$ cat src/rtl/driver_motor_pwm_pkg.sv
// Shared constants for the H-bridge PWM driver: direction codes, BCD limit,
// FSM state encoding and the BCD duty clamp helper.
package driver_motor_pwm_pkg;

    localparam logic [1:0]  DIR_INAINTE = 2'b10;
    localparam logic [1:0]  DIR_INAPOI  = 2'b01;
    localparam logic [1:0]  DIR_STOP    = 2'b00;
    localparam logic [1:0]  DIR_FRANA   = 2'b11;

    localparam logic [11:0] BCD_MAX     = 12'h999;

    localparam logic [1:0]  ST_INACTIV  = 2'd0;
    localparam logic [1:0]  ST_MERS     = 2'd1;
    localparam logic [1:0]  ST_PAUZA    = 2'd2;

    // Any BCD digit above 9 saturates to 9.
    function automatic logic [11:0] clamp_bcd(input logic [11:0] v);
        logic [11:0] r;
        r = '0;
        for (int unsigned i = 0; i < 3; i++) begin
            r[i*4 +: 4] = (v[i*4 +: 4] > 4'd9) ? 4'd9 : v[i*4 +: 4];
        end
        return r;
    endfunction

endpackage

$ cat src/rtl/numarator_bcd.sv
// Three-digit BCD period counter (000..999) advancing on en_tic, with a
// combinational wrap event and a registered one-clk period pulse.
module numarator_bcd
    import driver_motor_pwm_pkg::*;
(
    input  logic        clk,
    input  logic        rst,
    input  logic        en_tic,
    output logic [11:0] numar_urm,
    output logic        wrap,
    output logic        perioada_gata
);

    logic [11:0] numar_q, numar_d;
    logic        gata_q, gata_d;

    always_comb begin
        numar_d = numar_q;
        wrap    = en_tic && (numar_q == BCD_MAX);
        if (en_tic) begin
            if (numar_q == BCD_MAX) begin
                numar_d = '0;
            end else if (numar_q[3:0] != 4'd9) begin
                numar_d[3:0] = numar_q[3:0] + 4'd1;
            end else begin
                numar_d[3:0] = '0;
                if (numar_q[7:4] != 4'd9) begin
                    numar_d[7:4] = numar_q[7:4] + 4'd1;
                end else begin
                    numar_d[7:4]  = '0;
                    numar_d[11:8] = numar_q[11:8] + 4'd1;
                end
            end
        end
        gata_d = wrap;
    end

    always_ff @(posedge clk or posedge rst) begin
        if (rst) begin
            numar_q <= '0;
            gata_q  <= 1'b0;
        end else begin
            numar_q <= numar_d;
            gata_q  <= gata_d;
        end
    end

    assign numar_urm     = numar_d;
    assign perioada_gata = gata_q;

endmodule

$ cat src/rtl/driver_motor_pwm.sv
// H-bridge PWM driver: samples direction/duty at each period wrap, inserts a
// dead-time pause of TIMP_MORT periods on a direct forward/reverse reversal.
module driver_motor_pwm
    import driver_motor_pwm_pkg::*;
#(
    parameter int unsigned TIMP_MORT = 2
)
(
    input  logic        clk,
    input  logic        rst,
    input  logic        en_tic,
    input  logic [1:0]  directie_cmd,
    input  logic [11:0] factor_dc_cmd,
    output logic        in1,
    output logic        in2,
    output logic        pwm_en,
    output logic [1:0]  directie_activa,
    output logic        timp_mort,
    output logic        perioada_gata
);

    logic [11:0] numar_urm;
    logic        wrap;

    numarator_bcd u_numarator (
        .clk           (clk),
        .rst           (rst),
        .en_tic        (en_tic),
        .numar_urm     (numar_urm),
        .wrap          (wrap),
        .perioada_gata (perioada_gata)
    );

    logic [1:0]  stare_q, stare_d;
    logic [1:0]  dir_q, dir_d;
    logic [11:0] factor_q, factor_d;
    logic [3:0]  pauza_q, pauza_d;
    logic        in1_q, in1_d, in2_q, in2_d, pwm_q, pwm_d, mort_q, mort_d;
    logic        inversare;

    always_comb begin
        stare_d  = stare_q;
        dir_d    = dir_q;
        factor_d = factor_q;
        pauza_d  = pauza_q;

        inversare = (dir_q == DIR_INAINTE && directie_cmd == DIR_INAPOI) ||
                    (dir_q == DIR_INAPOI  && directie_cmd == DIR_INAINTE);

        if (wrap) begin
            factor_d = clamp_bcd(factor_dc_cmd);
            case (stare_q)
                ST_MERS: begin
                    if (inversare) begin
                        stare_d = ST_PAUZA;
                        dir_d   = DIR_STOP;
                        pauza_d = '0;
                    end else begin
                        dir_d = directie_cmd;
                    end
                end
                ST_PAUZA: begin
                    if (pauza_q == 4'(TIMP_MORT - 1)) begin
                        stare_d = ST_MERS;
                        dir_d   = directie_cmd;
                        pauza_d = '0;
                    end else begin
                        pauza_d = pauza_q + 4'd1;
                    end
                end
                default: begin
                    stare_d = ST_MERS;
                    dir_d   = directie_cmd;
                end
            endcase
        end
    end

    // Pins are computed from next-cycle counter/state so the registered
    // outputs line up with the counter value they belong to.
    always_comb begin
        in1_d  = in1_q;
        in2_d  = in2_q;
        pwm_d  = pwm_q;
        mort_d = mort_q;
        if (en_tic) begin
            in1_d  = 1'b0;
            in2_d  = 1'b0;
            pwm_d  = 1'b0;
            mort_d = (stare_d == ST_PAUZA);
            if (stare_d == ST_MERS) begin
                in1_d = dir_d[1];
                in2_d = dir_d[0];
                case (dir_d)
                    DIR_INAINTE, DIR_INAPOI: pwm_d = (numar_urm < factor_d);
                    DIR_FRANA:               pwm_d = 1'b1;
                    default:                 pwm_d = 1'b0;
                endcase
            end
        end
    end

    always_ff @(posedge clk or posedge rst) begin
        if (rst) begin
            stare_q  <= ST_INACTIV;
            dir_q    <= DIR_STOP;
            factor_q <= '0;
            pauza_q  <= '0;
            in1_q    <= 1'b0;
            in2_q    <= 1'b0;
            pwm_q    <= 1'b0;
            mort_q   <= 1'b0;
        end else begin
            stare_q  <= stare_d;
            dir_q    <= dir_d;
            factor_q <= factor_d;
            pauza_q  <= pauza_d;
            in1_q    <= in1_d;
            in2_q    <= in2_d;
            pwm_q    <= pwm_d;
            mort_q   <= mort_d;
        end
    end

    assign in1             = in1_q;
    assign in2             = in2_q;
    assign pwm_en          = pwm_q;
    assign timp_mort       = mort_q;
    assign directie_activa = dir_q;

endmodule

$ cat config.mk
export PLATFORM = sky130hd
export DESIGN_NAME = driver_motor_pwm
export DESIGN_NICKNAME = d
export VERILOG_FILES = /design/src/rtl/driver_motor_pwm_pkg.sv /design/src/rtl/numarator_bcd.sv /design/src/rtl/driver_motor_pwm.sv
export SDC_FILE = /design/constraint.sdc
export NUM_CORES = 1
export LEC_CHECK = 0
export CAP_MARGIN = 20
export CORE_AREA = 2 2 77 79
export CTS_CLUSTER_DIAMETER = 40
export DETAILED_ROUTE_END_ITERATION = 8
export DIE_AREA = 0 0 79 81
export HOLD_SLACK_MARGIN = 0.06
export PLACE_DENSITY = 0.67
export SLEW_MARGIN = 30
export SYNTH_ARGS = -nofsm -noshare
export SYNTH_HDL_FRONTEND = slang
export SYNTH_HIERARCHICAL = 1
export SYNTH_SLANG_ARGS = --single-unit
$ cat constraint.sdc
create_clock -name clk -period 6.9 [get_ports clk]
set_input_delay 1.38 -clock clk [delete_from_list [all_inputs] [get_ports clk]]
set_output_delay 1.38 -clock clk [all_outputs]
set_load 0.005 [all_outputs]
---- Yosys cells after proc, flatten, opt, wreduce, memory -nomap -nowiden ----
Index checks and enable logic that the tools add are counted.
word-level totals
  word-level logic and storage cells ...... 66
  register bits after elaboration ......... 37
  input bits .............................. 17
operators by class
  equality and inequality tests ........... 16
  add/sub/neg operators ................... 4
  reductions and logical operators ........ 7
  multiplexer cells ....................... 25
  magnitude comparators ................... 4
operator list
  operator                number
  $mux W12                3
  $mux W4                 8
  $add A4 B1 Y4 const B   4
  $eq A12 B12 Y1 const B  1
  $eq A2 B2 Y1 const B    6
  $gt A4 B4 Y1 const B    3
  $lt A12 B12 Y1          1
  $mux W2                 6
  $eq A2 B1 Y1 const B    5
  $mux W8                 1
  $ne A4 B4 Y1 const B    2
  $pmux W2 S2             2
  $pmux W4 S2             1
  $eq A4 B1 Y1 const B    1
  $logic_and A1 B1 Y1     3
  $mux W1                 3
  $reduce_and A3 Y1       1
  $ne A2 B2 Y1 const B    1
  $pmux W1 S2             1
  $reduce_bool A2 Y1      1
  $reduce_or A2 Y1        1
  $logic_or A1 B1 Y1      1

---- Depth between registers and ports, before layout ----
  word-level depth ........................ 10
  gate-level depth with buffers ........... 15

---- Cells and area by module ----
The synthesis kept the hierarchy.
by module, submodules not included
  module            area each (um2)  cells each  seq. area each (um2)  instances
  driver_motor_pwm  1541.5           154         600.6                 1
  numarator_bcd     720.7            68          325.3                 1

---- Worst setup path before layout ----
No wires, ideal clock.
  kind .................................... input-to-reg
  from .................................... input en_tic
  to ...................................... register pwm_q, in the netlist pwm_en
  stages .................................. 13
  arrival ................................. 3.930 ns
  path buffers ............................ 3
  setup slack ............................. 2.866 ns
  cell sequence ........................... buf_2 > nand3b_1 > nor3_2 > and2_1 > buf_2 > clkbuf_1 > nand3b_1 > a21boi_0 > ha_1 > a211oi_1 > nor3_1 > a211o_1 > o41ai_2
between the ends
  longest elaborated chain between the ends .. 6
ends and longest elaborated chain
  what                                                    line                     text
  start, declared                                         driver_motor_pwm.sv:11   input logic en_tic,
  $logic_and A1 B1 Y1 *                                   numarator_bcd.sv:19      wrap = en_tic && (numar_q == BCD_MAX);
  named net wrap                                          driver_motor_pwm.sv:23   logic wrap;
  branches (longest 4 deep; another with $lt A12 B12 Y1)  n/a
  $mux W1 *                                               driver_motor_pwm.sv:91   if (stare_d == ST_MERS) begin
  end signal, assigned                                    driver_motor_pwm.sv:120  pwm_q <= pwm_d;
  end, declared                                           driver_motor_pwm.sv:38   logic in1_q, in1_d, in2_q, in2_d, pwm_q, pwm_d, mort_q, mort_d;
Mark *: on every way through the listed nets, which the timed path passes.
A chain may end at the register's enable or synchronous reset.

---- Worst setup path after layout ----
  from .................................... input en_tic
  to ...................................... register pwm_q, in the netlist pwm_en
between the ends
  longest elaborated chain between the ends .. 6
ends and longest elaborated chain
  what                                                 line                    text
  $logic_and A1 B1 Y1 *                                numarator_bcd.sv:19
  named net wrap                                       driver_motor_pwm.sv:23
  $mux W2 *                                            driver_motor_pwm.sv:50  if (wrap) begin
  named net dir_d[0]                                   driver_motor_pwm.sv:35  logic [1:0] dir_q, dir_d;
  $eq A2 B2 Y1 / $eq A2 B1 Y1 (equally long branches)  driver_motor_pwm.sv:94  case (dir_d)
  $reduce_or A2 Y1                                     driver_motor_pwm.sv:94
  $pmux W1 S2 *                                        driver_motor_pwm.sv:94
  $mux W1 *                                            driver_motor_pwm.sv:91
Mark *: on every way through the listed nets, which the timed path passes. The rest lies on a longest branch.

==> results.rst <==
.. list-table::
   :header-rows: 1

   * - Metric
     - Value
   * - Fraction of final layout cells sized beyond drive strength 1
     - 0.1084
   * - Final critical-path required period
     - between 5 and 6 ns
   * - Total leakage power
     - 1.305 nW
   * - Share of the clock period used by the worst path
     - 0.7479
   * - Transition time of the tightest slew-check pin
     - between 0.8 and 0.9 ns
   * - Maximum capacitance violations
     - 0
   * - Clock network fraction of total power
     - 0.268
   * - H-tree depth
     - 2
   * - Detailed-route wire length per cell
     - between 10 and 15 µm
   * - Area occupied by registers
     - 925.9 µm²
   * - Final-layout worst hold slack
     - 0.4851 ns
   * - Worst Path Required
     - 7.05 ns
   * - Routed WL
     - 4433 µm
   * - RSZ-0062 raised after global routing
     - false
   * - Width of the die
     - 79 µm
   * - Largest fanout on the critical path
     - 23
   * - DR iter-0 viols
     - 55
   * - Number of DRC violations after detailed routing
     - 0
   * - Crit Path Class
     - primary input to flop
   * - Proportion of synthesized chip area in sequential cells
     - 0.4093
   * - Post-DR vias/cell
     - 5.241
   * - Reg-to-reg startpoint
     - u_numarator/numar_q[1]
   * - Number of stages on the worst hold path
     - 2
   * - Worst ir drop on vdd
     - 0.1206 mV
   * - Synthesized cell area
     - roughly 0.0023 mm²
   * - Min-Delay Path Class
     - flop to flop
   * - Maximum operating frequency
     - 193.8 MHz
   * - Post-synthesis sequential element count
     - 37
   * - Synth Warn #
     - 6
   * - WP data arrival
     - 5.32 ns
   * - Switching power as a share of total power
     - 0.3138
   * - Worst Hold Endpoint
     - factor_q[2]
   * - Reg-to-reg endpoint
     - pwm_en
   * - Total of cells resized after clock tree synthesis
     - 0
   * - Number of enable-type register cells in the synthesized netlist
     - 0
   * - Depth of the most critical reg-to-reg path
     - 13
   * - Part of the total power dissipated in sequential elements
     - 0.462
   * - Setup slack of the most critical reg-to-reg path
     - 3.02 ns
   * - Maximum number of pins on one net before global-route repair
     - 25
   * - Latest clock arrival within the worst-skew pair
     - 0.29 ns
   * - Initial core utilization
     - 0.3986
   * - Multi-input logic area
     - roughly 0.0012 mm²
   * - Clock buffer count from CTS
     - 5
   * - Final Max Slew Viols
     - 0
   * - Internal power of the cells
     - 0.3899 mW
   * - Cell types with the largest area share after synthesis
     - sky130_fd_sc_hd__dfrtp_1 41%, sky130_fd_sc_hd__ha_1 12%, sky130_fd_sc_hd__inv_1 5.1%, sky130_fd_sc_hd__mux2_2 3.0%, sky130_fd_sc_hd__nand2_1 2.8%
   * - Clock root cell
     - sky130_fd_sc_hd__clkbuf_8
   * - Capturing element type of the critical path
     - flop
   * - Cell count after synthesis
     - 222
   * - Max Clock Skew
     - 0.007350 ns
   * - Max-Slew Margin vs Limit
     - 0.4321
   * - Slowest stage delay, CP
     - 0.85 ns
   * - Count of nets after finishing
     - 287
   * - TNS Setup
     - 0 ns
   * - Overall routing resource usage
     - 0.1517
   * - Core area
     - approximately 0.0057 mm²
   * - Top-level I/O count
     - 24
   * - Number of hold-repair buffers added at the cts stage
     - 0
   * - Weighted congestion at the end of routability-driven global placement
     - around 0.73
   * - Number of rows created at floorplan
     - 28
   * - Clock tree from TritonCTS
     - built
   * - Filler Cells Inserted
     - 539
   * - Most area-hungry cell type in the Yosys netlist
     - sky130_fd_sc_hd__dfrtp_1
   * - Launch point of the worst hold path
     - factor_q[2]
   * - Area share of the leading cell type in the synthesized netlist
     - 0.4093
   * - Part of the total power dissipated in combinational logic
     - 0.270
   * - Vias in the first global route
     - 1605
   * - N_diodes
     - 0
   * - Slowest-stage cell, CP
     - sky130_fd_sc_hd__clkdlybuf4s50_1
   * - CTS Sinks
     - 37
   * - Total iterations of the first detailed-routing run
     - 5
   * - Pwr per Cell Area
     - 213.7 mW/mm²
   * - Vertical die dimension
     - 81 µm
   * - Total half-perimeter wirelength after legalization and detailed placement
     - between 3000 and 4000 µm
   * - Clock input transition at the sequential cells of the worst setup and hold paths
     - 0.07 ns
   * - Prevailing post-synth register cell
     - sky130_fd_sc_hd__dfrtp_1
   * - Area enclosed by the die boundary
     - 0.006399 mm²
   * - GRT Residual Overflow
     - 0
   * - Family with the most delay on the worst path
     - simple AND/OR/NAND/NOR gates
   * - Worst path cell trace
     - clkdlybuf4s50_1, nand3b_1, nor3_2, and2_1, inv_1, a31o_2, a32oi_1, inv_1, ha_1, nor3b_1, o211a_1, o41ai_2
   * - Number of distinct standard cells referenced by the synthesized netlist
     - 58
   * - Number of nets with antenna violations after routing
     - 0
   * - Total number of vias
     - 1698
   * - Outcome
     - finished clean
   * - Average size of a mapped cell
     - 10.19 µm²
   * - Launching element type of the critical path
     - primary input
   * - Synth-to-layout area growth
     - 17.53%
   * - Critical path's most frequent cell
     - sky130_fd_sc_hd__inv_1
   * - Final core area utilization
     - 0.4685
   * - Antenna violations before repair
     - 0
   * - Nets in the synthesized netlist
     - 260
   * - Global-route wire length before repair
     - 7465 µm
   * - Count of endpoints failing hold in the final timing report
     - 0
   * - Final setup vio count
     - 0
   * - Longest Clk Path Bufs
     - 2
   * - Proportion of synthesized flip-flops having asynchronous set or reset
     - 1.000
   * - Buffers on Ports
     - 23
   * - Post-CTS Setup Bufs
     - 0
   * - Buf/Inv on CP
     - 3
   * - Reported net switching power
     - approximately 0.18 mW
## power by group through the flow
stage / combinational [mW] / clock, mW / sequential, mW
after floorplan: 0.117 / 0 / 0.258
after global placement: 0.151 / 0 / 0.264
after detailed placement: 0.155 / 0 / 0.266
after CTS: 0.156 / 0.158 / 0.262
after global routing: 0.175 / 0.169 / 0.265
final: 0.154 / 0.152 / 0.262
## metrics by stage
stage | setup WS (ns) | cells | area [µm²] | power [mW]
6_report | 1.739 | 324 | 2659 | 0.5682
5_1_grt | 1.301 | 324 | 2659 | 0.6089
4_1_cts | 1.721 | 324 | 2659 | 0.5758
3_5_place_dp | 1.426 | 317 | 2572 | 0.4214
3_3_place_gp | 1.602 | 317 | 2572 | 0.4149
2_1_floorplan | 2.866 | 222 | 2262 | 0.3749
## metal layers
metal,global-route usage,vias up,part of all wire
li1,-,852,-
met1,0.1950,805,0.48
met2,0.2381,35,0.47
met3,0.04444,6,0.040
met4,0.06724,0,0.015
met5,0,-,0
## registers in the layout (all words and copies together), names as in the netlist
register                   count
u_numarator/perioada_gata      1
in2                            1
pauza_q                        4
in1                            1
stare_q                        2
timp_mort                      1
factor_q                      12
pwm_en                         1
directie_activa                2
u_numarator/numar_q           12
## layout by cell type, fill, tap and decap left out, types with 2 or more instances in the layout
cell,instances
sky130_fd_sc_hd__nand3b_1,5
sky130_fd_sc_hd__a21oi_1,6
sky130_fd_sc_hd__o211ai_1,2
sky130_fd_sc_hd__nand2b_1,4
sky130_fd_sc_hd__a211oi_1,3
sky130_fd_sc_hd__o32ai_1,2
sky130_fd_sc_hd__a21o_1,3
sky130_fd_sc_hd__o311ai_2,3
sky130_fd_sc_hd__clkbuf_8,6
sky130_fd_sc_hd__xnor2_1,2
sky130_fd_sc_hd__ha_1,21
sky130_fd_sc_hd__and4b_1,2
sky130_fd_sc_hd__o31ai_1,2
sky130_fd_sc_hd__a21boi_0,4
sky130_fd_sc_hd__nor2b_1,2
sky130_fd_sc_hd__a31o_2,2
sky130_fd_sc_hd__a211o_1,3
sky130_fd_sc_hd__o21a_1,3
sky130_fd_sc_hd__nand2_1,17
sky130_fd_sc_hd__nand3_1,2
sky130_fd_sc_hd__nor2_1,11
sky130_fd_sc_hd__clkdlybuf4s50_1,23
sky130_fd_sc_hd__a32oi_1,2
sky130_fd_sc_hd__o21bai_1,2
sky130_fd_sc_hd__mux2_2,6
sky130_fd_sc_hd__o21ai_0,11
sky130_fd_sc_hd__dfrtp_1,37
sky130_fd_sc_hd__and3b_1,2
sky130_fd_sc_hd__inv_1,30
## worst max path at each step
| stage | cells past startpoint | startpoint | slack [ns] | endpoint |
|---|---|---|---|---|
| finish | 12 | en_tic | 1.74 | pwm_en |
| global route | 12 | en_tic | 1.30 | pwm_en |
| CTS | 12 | en_tic | 1.72 | pwm_en |
| detailed placement | 12 | en_tic | 1.43 | pwm_en |
| global placement | 11 | en_tic | 1.60 | pwm_en |
| floorplan | 13 | en_tic | 2.87 | pwm_en |
## worst min-delay path: stages, from the launching register on
cell,delay (ns)
sky130_fd_sc_hd__dfrtp_1,0.33
sky130_fd_sc_hd__a2bb2oi_1,0.08
sky130_fd_sc_hd__inv_1,0.05
## logic make-up after synthesis
family,count (synthesis),synth area share
and+or+nand+nor,61,0.1659
AOI/OAI and AO/OA,59,0.2041
DFF,37,0.4093
buffers and inverters,34,0.05752
adders and majority gates,21,0.1161
muxes,8,0.03927
xor gates and xnor gates,2,0.007745
## cell usage after synthesis (3+ instances only)
cell type and n:
sky130_fd_sc_hd__dfrtp_1 37, sky130_fd_sc_hd__inv_1 31, sky130_fd_sc_hd__ha_1 21, sky130_fd_sc_hd__nand2_1 17, sky130_fd_sc_hd__nor2_1 11, sky130_fd_sc_hd__o21ai_0 11
sky130_fd_sc_hd__a21oi_1 6, sky130_fd_sc_hd__mux2_2 6, sky130_fd_sc_hd__nand3b_1 5, sky130_fd_sc_hd__a21boi_0 4, sky130_fd_sc_hd__nand2b_1 4, sky130_fd_sc_hd__a211o_1 3
sky130_fd_sc_hd__a211oi_1 3, sky130_fd_sc_hd__a21o_1 3, sky130_fd_sc_hd__o21a_1 3, sky130_fd_sc_hd__o311ai_2 3
## layout make-up
cell class                      instances  area share
Inverter                               31     0.04376
Tap cell                               75     0.03529
Sequential cell                        37      0.3482
Multi-Input combinational cell        151      0.4536
Timing Repair Buffer                   23     0.08659
Clock buffer                            7     0.03247
Note: power is estimated with default switching activity, not from simulation.
